[src/rtl/serial_adder.sv]
// -----------------------------------------------------------------------------
// serial_adder
//   Bit-serial add/subtract unit. Each cycle in RUN one operand bit pair and
//   the running carry pass through a full adder built from two half-adder
//   cells. After WIDTH cycles the result, carry and signed-overflow flags are
//   published together with a one-cycle done pulse.
//
// Ports
//   clk        rising-edge clock
//   rst        asynchronous reset, active-high
//   start      operation request, sampled only in IDLE
//   sub        0 = a+b, 1 = a-b, sampled with start
//   a_in       operand A, sampled with start
//   b_in       operand B, sampled with start
//   busy       high while the operation is running
//   done       one-cycle pulse when result/flags are updated
//   result     last completed result, held until the next completion
//   carry_out  carry out of the MSB (sub mode: 1 = no borrow)
//   overflow   signed two's-complement overflow of the last operation
// -----------------------------------------------------------------------------

// Half-adder cell: sum and carry of two bits.
module half_adder (
    input  logic i_a,
    input  logic i_b,
    output logic o_s,
    output logic o_c
);
    assign o_s = i_a ^ i_b;
    assign o_c = i_a & i_b;
endmodule

module serial_adder #(
    parameter int WIDTH = 8
) (
    input  logic             clk,
    input  logic             rst,
    input  logic             start,
    input  logic             sub,
    input  logic [WIDTH-1:0] a_in,
    input  logic [WIDTH-1:0] b_in,
    output logic             busy,
    output logic             done,
    output logic [WIDTH-1:0] result,
    output logic             carry_out,
    output logic             overflow
);

    localparam int             CW   = (WIDTH > 2) ? $clog2(WIDTH) : 1;
    localparam logic [CW-1:0]  LAST = CW'(WIDTH - 1);

    typedef enum logic [1:0] {
        S_IDLE = 2'd0,
        S_RUN  = 2'd1,
        S_DONE = 2'd2
    } state_t;

    state_t             r_state;
    state_t             w_next;

    logic [WIDTH-1:0]   r_a;
    logic [WIDTH-1:0]   r_b;
    logic [WIDTH-1:0]   r_s;
    logic               r_carry;
    logic [CW-1:0]      r_cnt;

    logic [WIDTH-1:0]   r_result;
    logic               r_cout;
    logic               r_ovf;
    logic               r_busy;
    logic               r_done;

    logic               w_s1;
    logic               w_c1;
    logic               w_sum;
    logic               w_c2;
    logic               w_cnext;
    logic               w_last;
    logic [WIDTH-1:0]   w_s_shift;

    // Full adder from two half-adder cells.
    half_adder u_ha1 (
        .i_a (r_a[0]),
        .i_b (r_b[0]),
        .o_s (w_s1),
        .o_c (w_c1)
    );

    half_adder u_ha2 (
        .i_a (w_s1),
        .i_b (r_carry),
        .o_s (w_sum),
        .o_c (w_c2)
    );

    assign w_cnext   = w_c1 | w_c2;
    assign w_last    = (r_cnt == LAST);
    assign w_s_shift = {w_sum, r_s[WIDTH-1:1]};

    // State register
    always_ff @(posedge clk or posedge rst) begin
        if (rst) begin
            r_state <= S_IDLE;
        end else begin
            r_state <= w_next;
        end
    end

    // Next-state logic
    always_comb begin
        w_next = r_state;
        case (r_state)
            S_IDLE:  if (start) w_next = S_RUN;
            S_RUN:   if (w_last) w_next = S_DONE;
            S_DONE:  w_next = S_IDLE;
            default: w_next = S_IDLE;
        endcase
    end

    // busy/done are registered from the next state so they line up with it
    // without a decode path on the outputs.
    always_ff @(posedge clk or posedge rst) begin
        if (rst) begin
            r_busy <= 1'b0;
            r_done <= 1'b0;
        end else begin
            r_busy <= (w_next == S_RUN);
            r_done <= (w_next == S_DONE);
        end
    end

    // Datapath: operand load, serial add, and result publication.
    always_ff @(posedge clk or posedge rst) begin
        if (rst) begin
            r_a      <= '0;
            r_b      <= '0;
            r_s      <= '0;
            r_carry  <= 1'b0;
            r_cnt    <= '0;
            r_result <= '0;
            r_cout   <= 1'b0;
            r_ovf    <= 1'b0;
        end else begin
            case (r_state)
                S_IDLE: begin
                    if (start) begin
                        // Subtraction as a + ~b + 1: invert B, seed carry with 1.
                        r_a     <= a_in;
                        r_b     <= sub ? ~b_in : b_in;
                        r_carry <= sub;
                        r_cnt   <= '0;
                    end
                end
                S_RUN: begin
                    r_a     <= r_a >> 1;
                    r_b     <= r_b >> 1;
                    r_s     <= w_s_shift;
                    r_carry <= w_cnext;
                    r_cnt   <= r_cnt + CW'(1);
                    if (w_last) begin
                        r_result <= w_s_shift;
                        r_cout   <= w_cnext;
                        // r_carry still holds the carry into the MSB here.
                        r_ovf    <= r_carry ^ w_cnext;
                    end
                end
                default: ;
            endcase
        end
    end

    assign busy      = r_busy;
    assign done      = r_done;
    assign result    = r_result;
    assign carry_out = r_cout;
    assign overflow  = r_ovf;

endmodule

[config.mk]
export PLATFORM = sky130hd
export DESIGN_NAME = serial_adder
export DESIGN_NICKNAME = d
export VERILOG_FILES = /design/src/rtl/serial_adder.sv
export SDC_FILE = /design/constraint.sdc
export NUM_CORES = 1
export LEC_CHECK = 0
export CELL_PAD_IN_SITES_DETAIL_PLACEMENT = 0
export CELL_PAD_IN_SITES_GLOBAL_PLACEMENT = 2
export CORE_ASPECT_RATIO = 2
export CORE_MARGIN = 2
export CORE_UTILIZATION = 35
export CTS_BUF_LIST = sky130_fd_sc_hd__clkbuf_8
export DETAILED_ROUTE_END_ITERATION = 8
export PLACE_DENSITY_LB_ADDON = 0.25
export SYNTH_ARGS = -nofsm -noshare
export SYNTH_HDL_FRONTEND = slang
export SYNTH_SLANG_ARGS = --single-unit
[constraint.sdc]
create_clock -name clk -period 1.9 [get_ports clk]
set_input_delay 0.57 -clock clk [delete_from_list [all_inputs] [get_ports clk]]
set_output_delay 0.57 -clock clk [all_outputs]
set_load 0.02 [all_outputs]
==> flow_summary.yaml, run 1 <==
floorplan:
  die_y_um: 105
  coreArea_sq_um: 4860
  num_rows: 36
  io_pins: 32
  die-area_sq_um: 5680
  start_util: 0.364
  die_x_um: 54.3
clocking:
  cts_resized: 0
  clk_pin_slew_ps: 80
  cts_htree_levels: 2
  cts_root_buffer: "clkbuf_8"
  post-cts-setup-buffers: 0
  cts_sinks: 41
  clock_latency_ps: 290
  hold_buffers: 0
  cts_buffer_depth: 2
  cts_tree: "built"
  cts_buffers: 5
timing:
  skew_ps: 4.67
  tightest_slew_ps: 398
  period_share: 0.960
  slew_headroom: 0.734
  slew_viol_final: 0
  setup_tns_ps: 0
  finalSetupViolCount: 0
  clock.fmax_mhz: 548
  rsz0062_at_grt: "no"
  hold_viol: 0
  fin_crit_ps: 1820
route:
  drt-initial-drc-count: 23
  ant_nets: 0
  wl_met2_um: 1780
  drtPass1Iterations: 4
  met1Wirelength_um: 1350
  vias_per_cell: 4.76
  drc: 0
  wl_um: 3320
  met3WireLength_um: 103
  dr_total_vias: 1181
  wl_per_cell_um: 13.4
  top_layer: "met4"
worst_setup_path:
  critPathArrivalTime_ps: 1250
  cp_slowest_cell: "clkdlybuf4s50_1"
  r2r-end: "result[6]$_DFFE_PP0P_"
  cp.required_ps: 1330
  critPathMaxStageDelay_ps: 610
  crit_fanout: 2
  cp.depth: 1
  path_buf_inv: 1
  r2r-start: "r_cnt[0]$_DFFE_PP0P_"
  path_class: "flop to output port"
  r2r_cells: 4
  cp-end-kind: "output port"
  worstSetupStartpointType: "flop"
  cp_cell_sequence: "clkdlybuf4s50_1"
  r2r_slack_ps: 290
  cp_top_family: "buffers and inverters"
synthesis:
  synth_most_common_cell: "dfrtp_1"
  synth_edf_count: 0
  synthCells: 154
  synth.top_cell.area_share: 0.580
  ys_ff_latch: 41
  async_reset_ff_frac: 1.00
  syn-mean-instance-area_sq_um: 11.5
  synthTopCellsByCount: "dfrtp_1, nand2_1, mux2i_1"
  ys_types: 22
  synth_nets: 177
  synth_top_cell_by_area: "dfrtp_1"
  synth.area.top_cells: "dfrtp_1, mux2i_1, nand2_1"
  syn_area_sq_um: 1770
  ys.flop_type: "dfrtp_1"
  yosysSeqAreaShare: 0.580
  ys_warn_count: 0
pwr:
  power_density_nw_per_um2: 1560
  leakage_uw: 0.00106
  vdd_drop_max_mv: 0.854
status:
  outcome: "completed"
hold_path:
  hold_class: "flop to flop"
  worstHoldEndpoint: "r_b[2]$_DFFE_PP0P_"
  whs_path_depth: 2
  hold_start: "r_b[2]$_DFFE_PP0P_"
global_route:
  grt-ovfl-total: 0
  grt_pass1_wl_um: 5820
  antenna_found_initial: 0
  grt_max_degree: 42
  track_usage: 0.139
  grt_pass1_vias: 1239
finish:
  multi_input_area_sq_um: 692
  area_growth_pct: 30.0
  nFillCells: 457
  fin_nets: 213
  seq_area_sq_um: 1030
  layout-drive-gt1-share: 0.0995
  diodes: 0
  fin_util: 0.473
placement:
  hpwl_um: 2430
  portBuffers: 31
  place_congestion: 0.689
run:
  cap_violations: 0
-- per-layer routing --
metal  vias up  global-route usage
met5         -                   0
met4         0              0.0643
met3         6              0.0314
met2        25               0.227
met1       563               0.164
li1        587                   -
-- area by class of cell --
class	instances	area share
well taps	57	0.0310
flip-flops and latches	41	0.446
clock buffers	6	0.0359
multi-input cells	102	0.301
clock inverters	2	0.0163
inverters	3	0.00489
repair buffers	37	0.165
-- stage by stage --
step	hold slack, ps	cells	area, sq um	total power [uW]	setup WS [ps]
3_3_place_gp	462	240	2180	2870	213
6_report	484	248	2300	3590	76.8
4_1_cts	489	248	2300	3670	53.0
2_1_floorplan	439	154	1770	2380	369
3_5_place_dp	470	240	2180	2920	191
5_1_grt	509	248	2300	3880	29.2
-- worst max path at each step --
stage                                     start  slack, ps                     to
after floorplan            r_cnt[0]$_DFFE_PP0P_        370  carry_out$_DFFE_PP0P_
after global placement                    start        210     r_b[7]$_DFFE_PP0P_
after detailed placement                  start        190     r_b[7]$_DFFE_PP0P_
after CTS                 result[7]$_DFFE_PP0P_         50              result[7]
after global routing      result[7]$_DFFE_PP0P_         30              result[7]
final                     result[6]$_DFFE_PP0P_         80              result[6]
-- power breakdown --
part	leakage [uW]	total, uW	switching [uW]	internal [uW]
Sequential	0.000516	1470	222	1250
Combinational	0.000488	1380	690	694
Clock	0.0000574	734	307	427
-- kinds of logic (layout without fill, tap and decap cells) --
| kind of cell | count (synthesis) | count (layout) | share of synthesized area |
|---|---|---|---|
| buffers and inverters | 11 | 48 | 0.0297 |
| adder cells (fa/ha/maj) | 3 | 3 | 0.0254 |
| AND/OR/NAND/NOR | 42 | 42 | 0.0989 |
| multiplexers | 24 | 24 | 0.142 |
| flip-flops | 41 | 41 | 0.580 |
| AO/OA/AOI/OAI | 24 | 24 | 0.0799 |
| XOR/XNOR | 9 | 9 | 0.0445 |
-- placed cells by master, fill, tap and decap left out, drive strengths merged --
cell type      count
a21oi              2
a22o               4
and2b              1
buf                6
bufinv             1
clkbuf             6
clkdlybuf4s50     31
clkinvlp           1
dfrtp             41
fa                 1
ha                 2
inv                3
mux2               9
mux2i             15
nand2             38
nand2b             1
nand3b             1
nor3b              1
o21ai             17
o21bai             1
xnor2              1
xor2               8
-- registers in the layout (all words and copies together), names as in the netlist --
| signal | count |
|---|---|
| busy | 1 |
| carry_out | 1 |
| done | 1 |
| overflow | 1 |
| r_a | 8 |
| r_b | 8 |
| r_carry | 1 |
| r_cnt | 3 |
| r_s | 7 |
| r_state | 2 |
| result | 8 |
No activity file was read; power rests on OpenSTA's default activity.
==> run 2: changes to the inputs <==
ABC_AREA = 0   (was default)
CAP_MARGIN = 20   (was default)
CELL_PAD_IN_SITES_DETAIL_PLACEMENT = default   (was 0)
CELL_PAD_IN_SITES_GLOBAL_PLACEMENT = default   (was 2)
CORE_UTILIZATION = 54   (was 35)
==> run 2 against run 1 <==
  * Critical endpoint is now overflow
  * Routed wire length fell by 3.2%
  * Final cell count fell by 10%
  * First-iteration DRC count shrank 52%
  * Global-route usage grew 6.7 points
  * Register-to-register slack about the same
  * Highest routed layer unchanged
  * Sequential share of layout area up 0.71 points
==> flow_summary.yaml, run 2 (synthesized netlist as in run 1, its figures left out) <==
route:
  wl_per_cell_um: 14.5
  drt-initial-drc-count: 11
  vias_per_cell: 5.39
  dr_total_vias: 1196
  wl_um: 3210
  drtPass1Iterations: 3
  drc: 0
  ant_nets: 0
finish:
  final_common_cell: "dfrtp_1"
  layout-drive-gt1-share: 0.0942
  area_growth_pct: 27.9
  fin_util: 0.717
  diodes: 0
  final_cell_mix: "dfrtp_1, nand2_1, clkdlybuf4s50_1"
  fin_nets: 213
hold_path:
  whs_path_depth: 2
  hold_start: "r_s[1]$_DFFE_PP0P_"
  hold_class: "flop to flop"
  worstHoldEndpoint: "r_s[1]$_DFFE_PP0P_"
clocking:
  cts_root_buffer: "clkbuf_8"
  post-cts-setup-buffers: 0
  cts_buffer_depth: 2
  clock_latency_ps: 290
  cts_buffers: 5
  cts_resized: 0
  cts_tree: "built"
  cts_htree_levels: 2
  cts_sinks: 41
  hold_buffers: 0
  clk_pin_slew_ps: 70
floorplan:
  die_y_um: 85.0
  coreArea_sq_um: 3160
  die_x_um: 44.5
  num_rows: 29
  io_pins: 32
  die-area_sq_um: 3780
  start_util: 0.561
worst_setup_path:
  cp_cell_sequence: "clkdlybuf4s50_1"
  worstSetupStartpointType: "flop"
  crit_fanout: 2
  r2r-end: "result[5]$_DFFE_PP0P_"
  cp-end-kind: "output port"
  critPathMaxStageDelay_ps: 610
  path_class: "flop to output port"
  critPathArrivalTime_ps: 1260
  r2r_slack_ps: 300
  path_buf_inv: 1
  r2r_cells: 4
  crit_start: "overflow$_DFFE_PP0P_"
  r2r-start: "r_cnt[0]$_DFFE_PP0P_"
  cp.required_ps: 1330
  cp_top_family: "buffers and inverters"
  cp_slowest_cell: "clkdlybuf4s50_1"
placement:
  place_congestion: 0.708
  hpwl_um: 2410
  portBuffers: 31
global_route:
  grt_max_degree: 42
  antenna_found_initial: 0
  grt_pass1_wl_um: 5780
  track_usage: 0.206
  grt-ovfl-total: 0
  grt_pass1_vias: 1317
pwr:
  switching_share: 0.340
  leakage_uw: 0.00107
  p_comb_frac: 0.389
  power_density_nw_per_um2: 1590
  switching_power_uw: 1220
  p_seq_frac: 0.414
  p_int_uw: 2370
  p_clk_frac: 0.197
  vdd_drop_max_mv: 1.11
timing:
  slew_headroom: 0.769
  tightest_slew_ps: 345
  setup_tns_ps: 0
  rsz0062_at_grt: "no"
  fin_crit_ps: 1830
  finalSetupViolCount: 0
  slew_viol_final: 0
  hold_viol: 0
  period_share: 0.963
  skew_ps: 4.77
  clock.fmax_mhz: 547
status:
  outcome: "completed"
run:
  cap_violations: 0
-- run 2: power by group through the flow --
stage | registers (uW) | logic [uW] | clock network, uW
after floorplan | 1570 | 813 | 0
after global placement | 1470 | 1350 | 0
after detailed placement | 1510 | 1420 | 0
after CTS | 1490 | 1420 | 727
after global routing | 1540 | 1570 | 763
final | 1490 | 1400 | 708
-- run 2: through the flow --
stage                     hold slack, ps  setup slack [ps]  total power (uW)  cell area [sq um]  cells
after floorplan                      439               369              2380               1770    154
after global placement               456               176              2820               2150    214
after detailed placement             471               101              2930               2150    214
after CTS                            491              54.4              3640               2260    222
after global routing                 518              29.1              3870               2260    222
final                                484              71.2              3590               2260    222
-- run 2: area by class of cell --
class | count | area (sq um)
Sequential cell | 41 | 1030
Clock inverter | 2 | 33.8
Inverter | 3 | 11.3
Multi-Input combinational cell | 102 | 692
Tap cell | 31 | 38.8
Timing Repair Buffer | 37 | 380
Fill cell | 239 | 892
Clock buffer | 6 | 82.6
-- run 2: worst max-delay path by stage --
stage                            endpoint  slack, ps  cells past startpoint
floorplan           carry_out$_DFFE_PP0P_        370                      5
global placement       r_b[5]$_DFFE_PP0P_        180                      5
detailed placement     r_b[3]$_DFFE_PP0P_        100                      5
CTS                              overflow         50                      1
global route                     overflow         30                      1
finish                           overflow         70                      1
-- run 2: per-layer routing --
layer	share of wire	GRT usage	vias up	routed length, um
met2	0.57	0.353	27	1850
li1	-	-	583	-
met3	0.031	0.0362	8	100
met5	0	0	-	0
met1	0.37	0.231	578	1190
met4	0.025	0.110	0	80
